$ cat src/rtl/mips_pkg.sv
// Shared MIPS datapath definitions.
//   - 4-bit ALU control codes seen by the stages downstream of the ALU
//   - state encoding for the memory-access stage
//   - packed writeback bundle handed from the memory stage to writeback
package mips_pkg;

  localparam logic [3:0] ALU_SW    = 4'b0001;
  localparam logic [3:0] ALU_ADDU  = 4'b0010;
  localparam logic [3:0] ALU_ADDIU = 4'b0011;
  localparam logic [3:0] ALU_LW    = 4'b0100;
  localparam logic [3:0] ALU_JAL   = 4'b0101;
  localparam logic [3:0] ALU_OR    = 4'b0110;

  typedef enum logic [0:0] {
    ST_IDLE   = 1'b0,
    ST_ACCESS = 1'b1
  } stage_state_e;

  typedef struct packed {
    logic [31:0] data;
    logic [4:0]  dest;
    logic        reg_write;
  } wb_bundle_t;

  // Only lw and sw touch data memory; every other code is a pass-through.
  function automatic logic is_mem_op(input logic [3:0] ctrl);
    return (ctrl == ALU_LW) || (ctrl == ALU_SW);
  endfunction

endpackage

$ cat src/rtl/mem_access_stage.sv
// Memory-access stage sitting directly after the ALU.
// Non-memory operations retire one cycle after acceptance with the ALU
// result. Aligned lw/sw run a single req/ack transaction to data memory
// while the stage stalls upstream; misaligned accesses and accesses that
// see no ack within TIMEOUT_CYCLES retire with a flag and no register write.
//
// Ports:
//   clk, rst        clock, synchronous active-high reset
//   in_valid/ready  upstream handshake (in_ready is high only in IDLE)
//   in_ctrl         ALU control code, in_result ALU result / address
//   in_store_data   sw data, in_dest / in_reg_write writeback target
//   mem_req/we/addr/wdata, mem_ack/rdata  data memory request interface
//   out_valid       one-cycle retire pulse with out_data/out_dest/out_reg_write
//   misalign        retire flag: lw/sw address not word aligned
//   timeout         retire flag: access abandoned without ack
module mem_access_stage
  import mips_pkg::*;
#(
  parameter int TIMEOUT_CYCLES = 16,
  parameter int CNT_W          = 5
) (
  input  logic        clk,
  input  logic        rst,
  input  logic        in_valid,
  output logic        in_ready,
  input  logic [3:0]  in_ctrl,
  input  logic [31:0] in_result,
  input  logic [31:0] in_store_data,
  input  logic [4:0]  in_dest,
  input  logic        in_reg_write,
  output logic        mem_req,
  output logic        mem_we,
  output logic [31:0] mem_addr,
  output logic [31:0] mem_wdata,
  input  logic        mem_ack,
  input  logic [31:0] mem_rdata,
  output logic        out_valid,
  output logic [31:0] out_data,
  output logic [4:0]  out_dest,
  output logic        out_reg_write,
  output logic        misalign,
  output logic        timeout
);

  localparam logic [CNT_W-1:0] CNT_LAST = CNT_W'(TIMEOUT_CYCLES - 1);

  stage_state_e     state;
  logic [CNT_W-1:0] cnt;
  wb_bundle_t       wb_p1;

  // Operation attributes held for the duration of an access.
  logic [4:0]       dest_p0;
  logic             rw_p0;
  logic             is_lw_p0;

  logic accept;
  logic mem_op;
  logic aligned;

  assign in_ready = (state == ST_IDLE);
  assign accept   = in_valid && in_ready;
  assign mem_op   = is_mem_op(in_ctrl);
  assign aligned  = (in_result[1:0] == 2'b00);

  assign out_data      = wb_p1.data;
  assign out_dest      = wb_p1.dest;
  assign out_reg_write = wb_p1.reg_write;

  // Stage 0 -> stage 1: accept, run the memory access, produce the retire bundle.
  always_ff @(posedge clk) begin
    if (rst) begin
      state     <= ST_IDLE;
      cnt       <= '0;
      mem_req   <= 1'b0;
      mem_we    <= 1'b0;
      mem_addr  <= '0;
      mem_wdata <= '0;
      out_valid <= 1'b0;
      misalign  <= 1'b0;
      timeout   <= 1'b0;
      wb_p1     <= '0;
    end else begin
      out_valid <= 1'b0;
      misalign  <= 1'b0;
      timeout   <= 1'b0;
      case (state)
        ST_IDLE: begin
          if (accept) begin
            if (!mem_op) begin
              out_valid <= 1'b1;
              wb_p1     <= '{data: in_result, dest: in_dest, reg_write: in_reg_write};
            end else if (!aligned) begin
              out_valid <= 1'b1;
              misalign  <= 1'b1;
              wb_p1     <= '{data: in_result, dest: in_dest, reg_write: 1'b0};
            end else begin
              state     <= ST_ACCESS;
              cnt       <= '0;
              mem_req   <= 1'b1;
              mem_we    <= (in_ctrl == ALU_SW);
              mem_addr  <= in_result;
              mem_wdata <= in_store_data;
            end
          end
        end
        ST_ACCESS: begin
          // An ack on the final allowed cycle still completes the access.
          if (mem_ack) begin
            state     <= ST_IDLE;
            mem_req   <= 1'b0;
            out_valid <= 1'b1;
            wb_p1     <= '{data:      is_lw_p0 ? mem_rdata : mem_addr,
                           dest:      dest_p0,
                           reg_write: is_lw_p0 && rw_p0};
          end else if (cnt == CNT_LAST) begin
            state     <= ST_IDLE;
            mem_req   <= 1'b0;
            out_valid <= 1'b1;
            timeout   <= 1'b1;
            wb_p1     <= '{data: mem_addr, dest: dest_p0, reg_write: 1'b0};
          end else begin
            cnt <= cnt + 1'b1;
          end
        end
        default: state <= ST_IDLE;
      endcase
    end
  end

  // Attribute capture has no reset; it is only consumed in ACCESS, which is
  // entered exactly when these registers load.
  always_ff @(posedge clk) begin
    if (accept && mem_op && aligned) begin
      dest_p0  <= in_dest;
      rw_p0    <= in_reg_write;
      is_lw_p0 <= (in_ctrl == ALU_LW);
    end
  end

endmodule

$ cat config.mk
export PLATFORM = sky130hd
export DESIGN_NAME = mem_access_stage
export DESIGN_NICKNAME = d
export VERILOG_FILES = /design/src/rtl/mips_pkg.sv /design/src/rtl/mem_access_stage.sv
export SDC_FILE = /design/constraint.sdc
export NUM_CORES = 1
export LEC_CHECK = 0
export CORE_MARGIN = 2
export CORE_UTILIZATION = 39
export DETAILED_ROUTE_END_ITERATION = 6
export HOLD_SLACK_MARGIN = 0.06
export PLACE_DENSITY = 0.78
export SLEW_MARGIN = 20
export SYNTH_ARGS = -nofsm -noshare
export SYNTH_HDL_FRONTEND = slang
export SYNTH_SLANG_ARGS = --single-unit
$ cat constraint.sdc
create_clock -name clk -period 1.89 [get_ports clk]
set_input_delay 0.189 -clock clk [delete_from_list [all_inputs] [get_ports clk]]
set_output_delay 0.189 -clock clk [all_outputs]
set_load 0.01 [all_outputs]
==> impl_metrics.env <==
export IMPL_dp_cells=1007
export IMPL_yosysWarnings=0
export IMPL_leakage_uw=0.003132
export IMPL_grt_pass1_vias=5422
export IMPL_syn_area_um2=5369
export IMPL_cts_tree="done"
export IMPL_grtUsageTotal_pct=24.25
export IMPL_cp_cell_sequence="ha_4, and3_4, ha_4, nor2_2, nor2_4, or2_1, buf_4, a221oi_2"
export IMPL_num_io_pins=218
export IMPL_fmax_mhz=547.6
export IMPL_critPathRequiredTime_ps=2220
export IMPL_dieArea_um2=14720
export IMPL_mostFrequentLayoutCells="clkdlybuf4s50_1 (216), nand2_1 (163), dfxtp_1 (110), a21oi_1 (68), buf_4 (40)"
export IMPL_port_buffers=217
export IMPL_nets=964
export IMPL_synth_nets=743
export IMPL_grt_pass1_wl_um=27590
export IMPL_path_max_fanout=9
export IMPL_outcome="complete, no violations"
export IMPL_synthFlopType="dfxtp_1"
export IMPL_worst_pin_slew_ps=443.5
export IMPL_coreArea_um2=13350
export IMPL_die_width_um=121.3
export IMPL_area_delta_synth_final_pct=60.89
export IMPL_timing_max_cap_violations=0
export IMPL_yosysSeqAreaShare_pct=46.05
export IMPL_layout_commonest_cell="clkdlybuf4s50_1"
export IMPL_crit_path_start_kind="register"
export IMPL_setup_violations=0
export IMPL_firstDrtPassIters=7
export IMPL_cpPeakStageDelay_ps=330
export IMPL_rows=42
export IMPL_hold_class="in2reg"
export IMPL_path_buf_inv=1
export IMPL_clkSlewWorstSetupHoldPaths_ps=60
export IMPL_cts_htree_levels=4
export IMPL_power_density_nw_per_um2=817.2
export IMPL_slew_headroom_pct=70.43
export IMPL_diodes=0
export IMPL_stdcell_count=1041
export IMPL_detailroute_via_count=5521
export IMPL_synth_async_reset_ratio_pct=0
export IMPL_worst_slack_ps=63.80
export IMPL_synth_edff_count=7
export IMPL_cp_end_kind="register"
export IMPL_clockBufferDepth=2
export IMPL_reg2reg_depth=8
export IMPL_holdPathStages=2
export IMPL_yosysUniqueCellTypes=38
export IMPL_ir_drop_v=0.0006278
export IMPL_fin_crit_sh_pct=96.62
export IMPL_cts_sinks=120
export IMPL_die_height_um=121.3
export IMPL_hold_viol=0
export IMPL_drt_iter0_drc=389
export IMPL_fin_worst_skew_ps=8.348
export IMPL_antenna_found_initial=0
export IMPL_crit_family="simple AND/OR/NAND/NOR gates"
export IMPL_critical_path_class="reg2reg"
export IMPL_clk_latency_ps=410
export IMPL_ys_ff_latch=120
export IMPL_wl_um=17830
export IMPL_layout_drive_gt1_share_pct=13.64
export IMPL_path_depth=8
export IMPL_period_needed_ps=1826
export IMPL_gp_congestion=0.8397
export IMPL_grt_max_degree=56
export IMPL_overflow=0
export IMPL_cts_made_buffers=17
export IMPL_critPathArrivalTime_ps=2150
export IMPL_post_place_ws_ps=-130.4
export IMPL_synth_cells=631
export IMPL_postSynthAreaPerCell_um2=8.509
export IMPL_via_per_inst=5.304
export IMPL_crit_top_cell="ha_4"
export IMPL_remaining_drc_errors=0
export IMPL_start_util_pct=40.22
export IMPL_cts_root_buf="clkbuf_16"
export IMPL_cp_slowest_cell="dfxtp_2"
export IMPL_antenna_left=0
export IMPL_slew_viol_final=0
export IMPL_place_hpwl_um=12340
export IMPL_rsz0062_at_grt="true"
export IMPL_routedWlPerCell_um=17.12
==> cell families (layout without fill, tap and decap cells) <==
| group | after synthesis | after routing | share of synthesized area [%] |
|---|---|---|---|
| compound gates | 148 | 148 | 18.11 |
| xor+xnor | 1 | 1 | 0.1632 |
| fa+ha+maj | 2 | 2 | 0.4660 |
| buf+inv | 64 | 298 | 5.756 |
| flops | 120 | 120 | 46.05 |
| mux | 5 | 5 | 0.9322 |
| simple gates | 291 | 291 | 28.53 |
==> Yosys cell counts (6+ instances only) <==
master / count / area (um^2)
a21o_1: 32 / 240.2
a21oi_1: 68 / 340.3
a311oi_1: 32 / 280.3
buf_1: 6 / 22.52
buf_2: 10 / 50.05
clkbuf_1: 35 / 131.4
dfxtp_1: 113 / 2262
edfxtp_1: 7 / 210.2
nand2_1: 163 / 611.8
nand3_1: 34 / 170.2
nor2_1: 40 / 150.1
nor3_1: 7 / 35.03
nor4b_1: 9 / 78.83
nor4b_2: 25 / 375.4
==> worst register-to-register path, stage by stage (launching register included) <==
cell	delay (ps)
dfxtp_2	330
ha_4	160
and3_4	180
ha_4	160
nor2_2	160
nor2_4	60
or2_1	260
buf_4	180
a221oi_2	240
==> power by group <==
part	total [uW]	internal, uW	leakage [uW]	switching, uW
Combinational	823	472	0.00183	351
Sequential	2660	2630	0.000981	34.0
Clock	3580	2460	0.000322	1120
==> what timing repair did <==
item                       CTS  global route
buffers inserted             0             2
setup endpoints to repair   40            39
resized for setup            7             8
pin swaps                    3             6
hold buffers                 0             0
==> layout make-up <==
cell class	count	area, um^2
inverter	3	15.01
timing repair buffer	263	2594
fill	1102	4710
clock buffer	26	530.5
tap	176	220.2
sequential	120	2476
clock inverter	6	132.6
multi-input combinational	447	2670
==> through the flow <==
stage                     setup TNS (ps)  cell area (um^2)  utilization, %  hold slack, ps  total power (uW)
after global placement             -4797              7891           59.12           440.7              3517
after CTS                              0              8588           64.34           206.1              7121
after global routing              -7.913              8638           64.72           235.1              7302
after floorplan                        0              5369               -           287.9              3027
final                                  0              8638           64.72           221.6              7060
after detailed placement           -7842              7891           59.12           447.8              3525
==> state kept, by name, indices dropped and copies added (netlist names), 5 cells and up <==
name       count
dest_p0        5
out_data      32
cnt            5
mem_addr      32
out_dest       5
mem_wdata     32
==> per-layer routing <==
layer | vias up | part of all wire (%) | GRT usage, %
met3 | 26 | 9.7 | 10.48
li1 | 2661 | - | -
met5 | - | 0 | 0
met1 | 2587 | 41 | 28.57
met2 | 247 | 48 | 39.40
met4 | 0 | 1.9 | 8.477
==> final timing paths <==
check	slack, ps	end	startpoint
worst max-delay path	60	out_reg_write	cnt[1]
worst min-delay path	220	mem_addr[20]	rst
worst min register to register	450	mem_wdata[25]	mem_wdata[25]
worst max register to register	60	out_reg_write	cnt[1]
No activity file was read; power rests on OpenSTA's default activity.
